`config.mk`:
```
export PLATFORM = sky130hd
export DESIGN_NAME = systolic_result_drain
export DESIGN_NICKNAME = d
export VERILOG_FILES = /design/src/rtl/systolic_pkg.sv /design/src/rtl/systolic_elem_sel.sv /design/src/rtl/systolic_result_drain.sv
export SDC_FILE = /design/constraint.sdc
export NUM_CORES = 1
export LEC_CHECK = 0
export BUFFER_PORTS_ARGS = -buffer_cell sky130_fd_sc_hd__buf_2
export CORE_ASPECT_RATIO = 1.4
export CORE_MARGIN = 2
export CORE_UTILIZATION = 35
export CTS_CLUSTER_DIAMETER = 40
export DETAILED_ROUTE_END_ITERATION = 8
export RECOVER_POWER = 50
export SKIP_CTS_REPAIR_TIMING = 1
export SYNTH_ARGS = -nofsm -noshare
export SYNTH_HDL_FRONTEND = slang
export SYNTH_SLANG_ARGS = --single-unit
```
`constraint.sdc`:
```
create_clock -name clk -period 32.4 [get_ports clk]
set_input_delay 6.48 -clock clk [delete_from_list [all_inputs] [get_ports clk]]
set_output_delay 6.48 -clock clk [all_outputs]
set_load 0.03 [all_outputs]
```
`src/rtl/systolic_pkg.sv`:
```
// systolic_pkg: shared widths, sizes and drain FSM states for the systolic wrapper.
package systolic_pkg;
    localparam int DATA_W   = 16;
    localparam int ARR_SIZE = 4;
    localparam int ELEMS    = ARR_SIZE * ARR_SIZE;
    typedef enum logic {IDLE, STREAM} drain_state_t;
endpackage

```
`src/rtl/systolic_elem_sel.sv`:
```
// systolic_elem_sel: picks one N-bit element from a flattened matrix by linear index.
// Optional negative-to-zero clamp when SYSTOLIC_DRAIN_RELU_EN is defined.
module systolic_elem_sel #(
    parameter int N    = 16,
    parameter int SIZE = 4,
    parameter int KW   = 4
) (
    input  logic [N*SIZE*SIZE-1:0] flat_in,
    input  logic [KW-1:0]          idx,
    output logic [N-1:0]           elem
);
    logic [N-1:0] raw;
    assign raw = flat_in[idx*N +: N];
`ifdef SYSTOLIC_DRAIN_RELU_EN
    assign elem = raw[N-1] ? '0 : raw;
`else
    assign elem = raw;
`endif
endmodule

```
`src/rtl/systolic_result_drain.sv`:
```
// systolic_result_drain: double-buffered capture of a flattened result matrix, streamed
// row-major one element per beat. Optional clamp: SYSTOLIC_DRAIN_RELU_EN.
module systolic_result_drain
    import systolic_pkg::*;
#(
    parameter int N    = DATA_W,
    parameter int SIZE = ARR_SIZE,
    parameter int IDXW = (SIZE > 1) ? $clog2(SIZE) : 1
) (
    input  logic                   clk,
    input  logic                   reset,
    input  logic [N*SIZE*SIZE-1:0] z_flat_in,
    input  logic                   z_valid_in,
    output logic [N-1:0]           out_data,
    output logic                   out_valid,
    input  logic                   out_ready,
    output logic [IDXW-1:0]        out_row,
    output logic [IDXW-1:0]        out_col,
    output logic                   out_last,
    output logic                   pending_full,
    output logic [7:0]             drop_cnt
);
    localparam int EL = SIZE * SIZE;
    localparam int KW = (EL > 1) ? $clog2(EL) : 1;
    localparam int MW = N * EL;
    localparam logic [KW-1:0] K_LAST = KW'(EL - 1);

    drain_state_t  state_q, state_d;
    logic [KW-1:0] k_q, k_d;
    logic [MW-1:0] act_q, act_d, pend_q, pend_d;
    logic          pend_full_q, pend_full_d;
    logic [7:0]    drop_q, drop_d;
    logic          fire, last;

    always_ff @(posedge clk or posedge reset) begin
        if (reset) begin
            state_q     <= IDLE;
            k_q         <= '0;
            act_q       <= '0;
            pend_q      <= '0;
            pend_full_q <= 1'b0;
            drop_q      <= '0;
        end else begin
            state_q     <= state_d;
            k_q         <= k_d;
            act_q       <= act_d;
            pend_q      <= pend_d;
            pend_full_q <= pend_full_d;
            drop_q      <= drop_d;
        end
    end

    always_comb begin
        state_d     = state_q;
        k_d         = k_q;
        act_d       = act_q;
        pend_d      = pend_q;
        pend_full_d = pend_full_q;
        drop_d      = drop_q;
        fire        = (state_q == STREAM) && out_ready;
        last        = fire && (k_q == K_LAST);
        if (fire) k_d = k_q + 1'b1;
        if (last) begin
            k_d = '0;
            if (pend_full_q) begin
                act_d       = pend_q;
                pend_full_d = 1'b0;
            end else begin
                state_d = IDLE;
            end
        end
        // An arrival goes straight to active whenever active is (or is about to be) free.
        if (z_valid_in) begin
            if (state_q == IDLE || (last && !pend_full_q)) begin
                act_d   = z_flat_in;
                k_d     = '0;
                state_d = STREAM;
            end else if (!pend_full_q || last) begin
                pend_d      = z_flat_in;
                pend_full_d = 1'b1;
            end else if (drop_q != 8'hFF) begin
                drop_d = drop_q + 8'd1;
            end
        end
    end

    systolic_elem_sel #(.N(N), .SIZE(SIZE), .KW(KW)) u_sel (
        .flat_in (act_q),
        .idx     (k_q),
        .elem    (out_data)
    );

    assign out_valid    = (state_q == STREAM);
    assign out_row      = IDXW'(k_q / KW'(SIZE));
    assign out_col      = IDXW'(k_q % KW'(SIZE));
    assign out_last     = out_valid && (k_q == K_LAST);
    assign pending_full = pend_full_q;
    assign drop_cnt     = drop_q;
endmodule

```
== Word level (Yosys, flattened, before mapping) ==
Index checks and enable logic that the tools add are counted.
Storage, ports and cells
  register bits: 526
  bits of input ports: 260
  output and inout bits: 31
  logic and storage cells: 39
Cells by class
  $add $sub $neg: 2
  eq/ne operators: 2
  shifts and indexed selects: 1
  multiplexer cells: 16
  bitwise gates (word level): 3
  reductions and logical operators: 9
Operators with widths (number)
  256-bit 2-to-1 mux: 4
  256-bit by 9-bit variable part select with 16-bit output: 1
  4-bit 2-to-1 mux: 4
  8-bit by 1-bit adder with 8-bit output, second input constant: 1
  1-bit 2-to-1 mux: 8
  8-bit inequality test, second input constant: 1
  4-bit by 1-bit adder with 4-bit output, second input constant: 1
  4-bit equality test, second input constant: 1
  1-bit logical AND: 4
  4-bit AND reduction: 1
  1-bit NOT: 3
  3-bit AND reduction: 1
  1-bit logical OR: 2
  1-bit zero test: 1

== Depth between registers and ports, before layout ==
Gate-level depths: netlist of run 1.
  word-level depth: 6
  mapped depth: 9
  mapped depth without buffers: 5

== Cells and area by module ==
From an unflattened synthesis of run 1, not the netlist that was laid out.
Second synthesis, totals
  cell total of the unflattened synthesis: 1864
  area total of the unflattened synthesis: 23842.9 µm²
By module, submodules not included
  systolic_result_drain: instances 1, cells an instance 1727, area an instance 21909.8 µm², seq. area each 13162.6 µm²
  systolic_elem_sel: instances 1, cells an instance 137, area an instance 1933.1 µm², seq. area each 0.0 µm²

== Worst setup path before layout of run 1 ==
Ideal clock, no wire load.
  path kind: register to output
  start point: register k_q[0]
  end point: output port out_data[14]
  arrival: 2.179 ns
  required time: 25.920 ns
  slack: 23.741 ns
  cell stages (with the launch flop): 7
  buffers on the path: 3
  cell sequence: dfrtp_1 -> clkbuf_1 -> buf_2 -> buf_2 -> mux4_2 -> a22oi_1 -> nand2_1
Between the ends
  cells in the longest elaborated chain, start to end: 1
Ends and longest elaborated chain
  start: declaration: RTL line systolic_result_drain.sv:29  | logic [KW-1:0] k_q, k_d;
  start signal: assignment: RTL line systolic_result_drain.sv:45  | k_q <= k_d;
  256-bit by 9-bit variable part select with 16-bit output: RTL line systolic_elem_sel.sv:13  | assign raw = flat_in[idx*N +: N];
  end: declaration: RTL line systolic_result_drain.sv:14  | output logic [N-1:0] out_data,
No other way between the ends.

== Worst setup path after layout of run 1 ==
  start point: input port z_valid_in
  end point: register pend_q[22]
Between the ends
  cells in the longest elaborated chain, start to end: 1
Ends and longest elaborated chain
  start: declaration: RTL line systolic_result_drain.sv:13  | input logic z_valid_in,
  3-bit AND reduction (no source line)
  end signal: assignment: RTL line systolic_result_drain.sv:47  | pend_q <= pend_d;
  end: declaration: RTL line systolic_result_drain.sv:30  | logic [MW-1:0] act_q, act_d, pend_q, pend_d;
No other way between the ends.
A chain may end at the register's enable or synchronous reset.

==> results of run 1 <==
per-layer routing:
layer | GRT usage (%) | wire, um | vias to the layer above | part of all wire (%)
met5 | 0 | 377 | - | 0.46
met4 | 12.59 | 4302 | 56 | 5.3
met3 | 6.754 | 6737 | 213 | 8.3
met2 | 34.74 | 39170 | 631 | 48
met1 | 26.42 | 31020 | 8734 | 38
li1 | - | - | 7428 | -
where the power goes:
group	total [mW]	internal [mW]	switching (mW)
clock network	0.872	0.539	0.334
logic	0.801	0.425	0.376
registers	1.25	0.983	0.272
total	2.93	1.95	0.982
cell type report:
cell class,instances,area [um2]
Sequential cell,526,13170
Clock buffer,99,2175
Antenna cell,18,45.04
Tap cell,944,1181
Fill cell,6676,42020
Inverter,1,5.005
Timing Repair Buffer,311,1619
Clock inverter,46,508.0
Multi-Input combinational cell,1197,10830
cell usage in the layout (no fill, tap or decap), types with 3 or more instances in the layout:
master / n
nor2_1: 4
buf_12: 3
o21ai_1: 6
a22oi_1: 32
and3_1: 3
buf_4: 15
clkinvlp_4: 8
inv_8: 3
clkbuf_1: 26
buf_2: 277
bufinv_16: 7
o21ai_0: 251
mux2_1: 61
nand3_1: 260
clkinv_2: 11
xor2_1: 9
mux2_4: 179
nand2_1: 25
mux2i_1: 256
dfrtp_1: 524
mux2_2: 17
clkinv_4: 4
mux4_2: 64
inv_6: 13
clkbuf_16: 81
diode_2: 18
a21oi_1: 5
clkbuf_8: 8
state kept, by name (all words and copies together), names as in the netlist:
signal / flops
act_q: 256
pend_q: 256
drop_cnt: 8
k_q: 4
pending_full: 1
out_valid: 1
worst max-delay path, delay by kind of cell:
family / cells / cell delay (ns)
buf+inv: 2 / 8.60
simple gates: 1 / 1.13
mux: 1 / 0.98
Yosys cell counts (2+ instances only):
cell type	number	share of area (%)
a211oi_1	2	0.059
a21oi_1	5	0.099
a22oi_1	32	0.95
and2_1	4	0.099
and3_1	4	0.099
buf_1	3	0.044
buf_2	12	0.24
buf_4	6	0.18
buf_6	54	2.4
clkbuf_1	75	1.1
clkbuf_2	18	0.36
dfrtp_1	526	52
ha_1	2	0.099
mux2_2	17	0.76
mux2_4	240	14
mux2i_1	256	10
mux4_2	64	5.7
nand2_1	25	0.37
nand2b_1	2	0.049
nand3_1	260	5.1
nor2_1	4	0.059
nor2b_1	2	0.049
nor3_1	2	0.040
o21ai_0	250	4.9
o21ai_1	7	0.14
xor2_1	9	0.31
cell families (layout without fill, tap and decap cells):
group                    Yosys count  after routing  share of synthesized area, %
flip-flops                       526            526                         52.01
buffers and inverters            169            457                         4.346
AO/OA/AOI/OAI                    300            300                         6.323
AND/OR/NAND/NOR                  309            309                         6.096
XOR/XNOR                           9              9                        0.3115
multiplexers                     577            577                         30.82
other                              0             18                             0
adder cells (fa/ha/maj)            2              2                       0.09886
per-stage QoR:
step	util, %	hold WS (ns)	setup WS [ns]	std cells	total power, mW
floorplan	-	0.4803	11.22	1892	1.753
global placement	37.87	0.4752	22.53	2979	2.053
detailed placement	37.87	0.4943	22.48	2979	2.086
CTS	41.62	0.5106	22.24	3124	2.971
global route	41.25	0.5001	15.04	3135	3.063
finish	41.27	0.4864	15.38	3142	2.928
path summary, 6_finish.rpt:
| check | end | from |
|---|---|---|
| hold / removal | pend_q[154] | pend_q[154] |
| min in group asynchronous | act_q[102] | reset |
| max in group asynchronous | act_q[165] | reset |
| hold reg to reg | pend_q[154] | pend_q[154] |
| setup reg to reg | pend_q[22] | k_q[1] |
| setup / recovery | pend_q[22] | z_valid_in |
==> results_dict.tcl, run 1 <==
set metrics [dict create \
    drc 0 \
    syn-num-nets 2154 \
    dpl.hpwl_mm 54.48 \
    ir_drop_v 0.00004828 \
    layout.nets 2378 \
    ys_async_sr_fraction_pct 100.0 \
    drive_above_1_share_pct 31.97 \
    synth-main-ff-cell "dfrtp_1" \
    fmax_mhz 58.76 \
    crit_slowest_cell "clkbuf_1" \
    grt_use_total_pct 21.93 \
    clockBufferDepth 3 \
    cp_cell_sequence "clkbuf_1 -> and3_1 -> clkbuf_1 -> mux2_4" \
    die_h_um 322.2 \
    synth_cells 1892 \
    synth_cell_types 37 \
    worst_slew_pin_slew_ns 9.956 \
    synth_edf_count 0 \
    ios 291 \
    violations "max-capacitance violations, max-slew violations" \
    r2r_setup_slack_ns 21.14 \
    max_slew_margin_pct -563.7 \
    cellPowerDensity_mw_per_mm2 99.15 \
    critPathLaunchType "primary input" \
    setup_violations 0 \
    p_leak_nw 12.10 \
    vias_per_cell 5.430 \
    yosysWarnings 0 \
    rsz0062_at_grt "no" \
    cts_tree "done" \
    core-area_mm2 0.07155 \
    dr.pass1.iters 5 \
    postSynthAreaPerCell_um2 13.38 \
    synth_area_mm2 0.02531 \
    wire_per_inst_um 25.97 \
    fin_setup_tns_ns 0 \
    ant_nets 0 \
    areaGrowthSynthToFinish_pct 16.69 \
    place.gp.congestion 0.8428 \
    ys_ff_latch 526 \
    max-cap-violations 6 \
    finalHoldViolations 0 \
    drv_slew 510 \
    cp_max_fo 126 \
    antenna_found_initial 55 \
    wl_mm 81.60 \
    numCtsBuffers 79 \
    initial_utilization_pct 35.37 \
    outcome "finished, violations left" \
    crit_top_cell "clkbuf_1" \
    h-tree-depth 3 \
    cp-end-kind "register" \
    crit_arrival_ns 17.52 \
    critical_path_class "primary input to register" \
    path_clk_slew_ns 0.05 \
    cts_sinks 526 \
    grt_max_degree 188 \
    cts_root_buffer "clkbuf_16" \
    grt_pass1_vias 17840 \
    placed_area_mm2 0.02710 \
    final_area_mm2 0.02953 \
    port_buffers 290 \
    required_ns 32.90 \
    row_count 116 \
    fin_skew_ns 0.03235 \
    period_share_pct 52.52 \
    reg2reg_depth 7 \
    min_period_ns 17.02 \
    cp_slowest_stage_delay_ns 6.88 \
    drtIter0Drc 1311 \
    num_vias 17060 \
    holdPathStages 1 \
    gr-total-overflow 0 \
    die_area_mm2 0.07451 \
    hold_class "register to register" \
    grt_pass1_wl_mm 121.2 \
    ys_seq_area_share_pct 52.01 \
    die_w_um 231.3 \
    clock_latency_ns 0.63 \
]
Note: power is estimated with default switching activity, not from simulation.
==> run 2, diff against run 1 <==
clock period = 14.45 ns   (was 32.4 ns; I/O delays follow)
==> run 2 against run 1 <==
The run still ends with max-capacitance violations, max-slew violations left. Power up 130%. Design area increased by 1.1%. Core utilization increased by 0.45 points. Clock skew shrank 0.0028 ns. Setup slack got worse by 9.2 ns. Register-to-register slack worse by 13 ns. Wire length down 5.8%. Cell count hardly changed. Global-route usage decreased by 1.5 points. Non-clock buffer count decreased by 1. Count of clock-buffer cells in the layout grew 1. Die area is the same. Critical endpoint is now pend_q[224]. Largest power group unchanged.
==> results_dict.tcl, run 2 (synthesis results as in run 1) <==
set metrics [dict create \
    final_area_mm2 0.02985 \
    ir_drop_v 0.0001123 \
    max-cap-violations 4 \
    cellPowerDensity_mw_per_mm2 221.4 \
    fin_skew_ns 0.02957 \
    grt_use_met3_pct 5.357 \
    fmax_mhz 121.5 \
    placed_area_mm2 0.02707 \
    worst_slew_pin_slew_ns 4.404 \
    cp-end-kind "register" \
    layout.nets 2379 \
    wire_per_inst_um 24.47 \
    vias_per_cell 5.388 \
    crit_arrival_ns 8.75 \
    core-area_mm2 0.07155 \
    die_w_um 231.3 \
    outcome "finished, violations left" \
    cp_max_fo 125 \
    critPathLaunchType "primary input" \
    clockBufferDepth 3 \
    grt_pass1_wl_mm 115.3 \
    fin_ws_ns 6.216 \
    h-tree-depth 3 \
    grt-busiest-layer "met2" \
    multi_input_area_mm2 0.01107 \
    place_ws_ns 7.659 \
    setup_violations 0 \
    post-place-cells 2978 \
    instances_no_fill 3140 \
    cts_tree "done" \
    ios 291 \
    ff_latch_area_mm2 0.01317 \
    max_slew_margin_pct -193.6 \
    critical_path_class "primary input to register" \
    drc 0 \
    dr.pass1.iters 5 \
    drv_slew 261 \
    required_ns 14.97 \
    die_area_mm2 0.07451 \
    period_share_pct 56.98 \
    p_leak_nw 12.27 \
    grt_use_total_pct 20.47 \
    violations "max-capacitance violations, max-slew violations" \
    holdWs_ns 0.5083 \
    drive_above_1_share_pct 34.87 \
    port_buffers 290 \
    gr-total-overflow 0 \
    fillers 6638 \
    path_clk_slew_ns 0.06 \
    cts_sinks 526 \
    hold_class "register to register" \
    areaGrowthSynthToFinish_pct 17.95 \
    wl_mm 76.85 \
    finalHoldViolations 0 \
    use_met1_pct 26.25 \
    layout_commonest_cell "dfrtp_1" \
    place.gp.congestion 0.8293 \
    grt_max_degree 179 \
    finalPower_mw 6.608 \
    clock_latency_ns 0.63 \
    antenna_found_initial 40 \
    drtIter0Drc 1128 \
    cts_root_buffer "clkbuf_16" \
    grt_use_met2_pct 33.10 \
    row_count 116 \
    grt_pass1_vias 17670 \
    numCtsBuffers 81 \
    num_vias 16920 \
    rsz0062_at_grt "no" \
    fin_setup_tns_ns 0 \
    die_h_um 322.2 \
    final_core_util_pct 41.72 \
    ant_nets 0 \
    initial_utilization_pct 35.37 \
    min_period_ns 8.234 \
    most-common-layout-cells "dfrtp_1 (525), buf_2 (276), nand3_1 (260), mux2i_1 (256), o21ai_0 (250)" \
    dpl.hpwl_mm 50.40 \
]
==> run 2: final cells by class <==
cell class	instances	share of cell area (%)
clock buffer	100	7.264
inverter	1	0.01677
antenna	11	0.09221
timing repair buffer	310	5.428
clock inverter	51	2.066
tap	944	3.957
sequential	526	44.11
multi-input combinational	1197	37.07
==> run 2: worst max-delay path: stages <==
cell and delay, ns:
clkbuf_8 0.63, clkbuf_1 2.50, and3_4 1.15, buf_12 0.66
mux2_2 0.42
==> run 2: per-layer routing <==
metal	share of wire [%]	wire, um
met1	41	31570
met2	48	37100
met3	6.8	5231
met4	3.5	2706
met5	0.31	237
==> run 2: path summary, 6_finish.rpt <==
| path | start | to | slack (ns) | cells past startpoint |
|---|---|---|---|---|
| setup / recovery | z_valid_in | pend_q[224] | 6.22 | 5 |
| hold / removal | pend_q[221] | pend_q[221] | 0.51 | 1 |
| setup reg to reg | k_q[0] | act_q[113] | 8.23 | 7 |
| hold reg to reg | pend_q[221] | pend_q[221] | 0.51 | 1 |
| max in group asynchronous | reset | act_q[154] | 6.34 | 4 |
| min in group asynchronous | reset | pend_q[208] | 2.51 | 2 |
==> run 2: where the power goes <==
| group | internal, mW | switching, mW | leakage, nW |
|---|---|---|---|
| logic | 1.01 | 0.886 | 4.44 |
| clock network | 1.21 | 0.781 | 1.33 |
| registers | 2.20 | 0.526 | 6.50 |
| total | 4.42 | 2.19 | 12.3 |
==> run 3, diff against run 2 <==
clock period = 8.3 ns   (was 14.45 ns; I/O delays follow)
==> run 3 against run 2 <==
The flow still finishes with violations (max-capacitance violations, max-slew violations). Design area is 0.99% higher. Die area stayed put. Power is 78% higher. Cell count is 0.29% higher. Largest cell class unchanged. First-iteration DRC count is 30% higher. Wire length is 2.4% higher. Register-to-register slack worse by 5.8 ns. Sequential power is 77% higher.
==> results_dict.tcl, run 3 (synthesis results as in run 1) <==
set metrics [dict create \
    dr.pass1.iters 7 \
    place.gp.congestion 0.8293 \
    p_leak_nw 12.41 \
    drive_above_1_share_pct 35.42 \
    violations "max-capacitance violations, max-slew violations" \
    crit_family "flip-flops" \
    fin_ws_ns 1.999 \
    cts_sinks 526 \
    drc 0 \
    layout.nets 2381 \
    core-area_mm2 0.07155 \
    row_count 116 \
    worst_slew_pin_slew_ns 4.481 \
    antenna_found_initial 36 \
    dpl.hpwl_mm 51.21 \
    initial_utilization_pct 35.37 \
    fillers 6601 \
    ant_nets 0 \
    path_clk_slew_ns 0.06 \
    critical_path_class "register to output port" \
    vias_per_cell 5.398 \
    grt_pass1_vias 17640 \
    numCtsBuffers 84 \
    clockBufferDepth 3 \
    cp_slowest_stage_delay_ns 1.87 \
    outcome "finished, violations left" \
    fmax_mhz 158.7 \
    setup_violations 0 \
    most-common-layout-cells "dfrtp_1 (525), buf_2 (277), nand3_1 (260), mux2i_1 (256), o21ai_0 (250)" \
    drv_slew 199 \
    finalHoldViolations 0 \
    max-cap-violations 4 \
    clock_latency_ns 0.63 \
    port_buffers 290 \
    layout_commonest_cell "dfrtp_1" \
    grt_use_total_pct 20.97 \
    critPathLaunchType "register" \
    hold_class "register to register" \
    placed_area_mm2 0.02713 \
    crit_arrival_ns 4.64 \
    wl_mm 78.68 \
    place_ws_ns 3.549 \
    cp_max_fo 38 \
    fin_skew_ns 0.02834 \
    multi_input_area_mm2 0.01106 \
    areaGrowthSynthToFinish_pct 19.11 \
    required_ns 6.64 \
    max_slew_margin_pct -198.7 \
    cellPowerDensity_mw_per_mm2 390.9 \
    cts_tree "done" \
    drtIter0Drc 1461 \
    grt_pass1_wl_mm 116.8 \
    die_h_um 322.2 \
    cp-end-kind "output port" \
    min_period_ns 6.301 \
    cts_root_buffer "clkbuf_16" \
    gr-total-overflow 0 \
    ir_drop_v 0.0002271 \
    crit_slowest_cell "dfrtp_1" \
    cp_cell_sequence "buf_4 -> mux4_2 -> a22oi_1 -> nand2_1 -> buf_2" \
    wire_per_inst_um 24.98 \
    h-tree-depth 3 \
    period_share_pct 75.92 \
    rsz0062_at_grt "no" \
    crit_buf_inv 2 \
    final_area_mm2 0.03015 \
    die_area_mm2 0.07451 \
    ios 291 \
    num_vias 17000 \
    die_w_um 231.3 \
    grt_max_degree 185 \
    ff_latch_area_mm2 0.01317 \
]
run 3: cell types whose count changed in the layout (fill, tap and decap cells not counted), sizes merged:
cell / before / now
diode: 11 / 17
inv: 19 / 24
clkbuf: 117 / 113
clkinvlp: 12 / 8
bufinv: 6 / 9
clkinv: 15 / 18
run 3: path summary, 6_finish.rpt:
| check | start | end | slack, ns | cells after the start |
|---|---|---|---|---|
| setup / recovery | k_q[0] | out_data[1] | 2.00 | 5 |
| hold reg to reg | drop_cnt[5] | drop_cnt[5] | 0.50 | 1 |
| min in group asynchronous | reset | pend_q[204] | 1.46 | 2 |
| hold / removal | drop_cnt[5] | drop_cnt[5] | 0.50 | 1 |
| setup reg to reg | k_q[0] | act_q[58] | 2.48 | 8 |
| max in group asynchronous | reset | pend_q[229] | 4.11 | 3 |
run 3: metal layers:
layer	part of all wire, %	wire [um]	global-route usage, %	vias to the layer above
li1	-	-	-	7446
met3	7.2	5676	5.039	180
met5	0.17	130	0	-
met4	4.6	3650	10.85	22
met2	48	37530	32.73	612
met1	40	31690	27.06	8739
run 3: area by class of cell:
cell class                 count  share of cell area, %
clock buffer                  97                  7.650
clock inverter                58                  2.349
sequential                   526                  43.68
tap                          944                  3.918
inverter                       1                0.01660
antenna                       17                 0.1411
timing repair buffer         309                  5.562
multi-input combinational   1197                  36.69
run 3: power breakdown:
group / total, mW / internal (mW) / switching (mW)
Clock: 3.73 / 2.33 / 1.40
Combinational: 3.22 / 1.76 / 1.47
Sequential: 4.83 / 3.83 / 0.999
run 3: stage by stage:
stage                     power [mW]  TNS (ns)  cells  utilization (%)  hold slack [ns]
final                          11.78         0   3149            42.13           0.5029
after global routing           12.34         0   3144            42.11           0.5182
after CTS                      11.89         0   3132            42.12           0.5051
after detailed placement       8.087         0   2977            37.91           0.4929
after global placement         7.946         0   2977            37.91           0.4738
after floorplan                6.845   -267.29   1892                -           0.4803
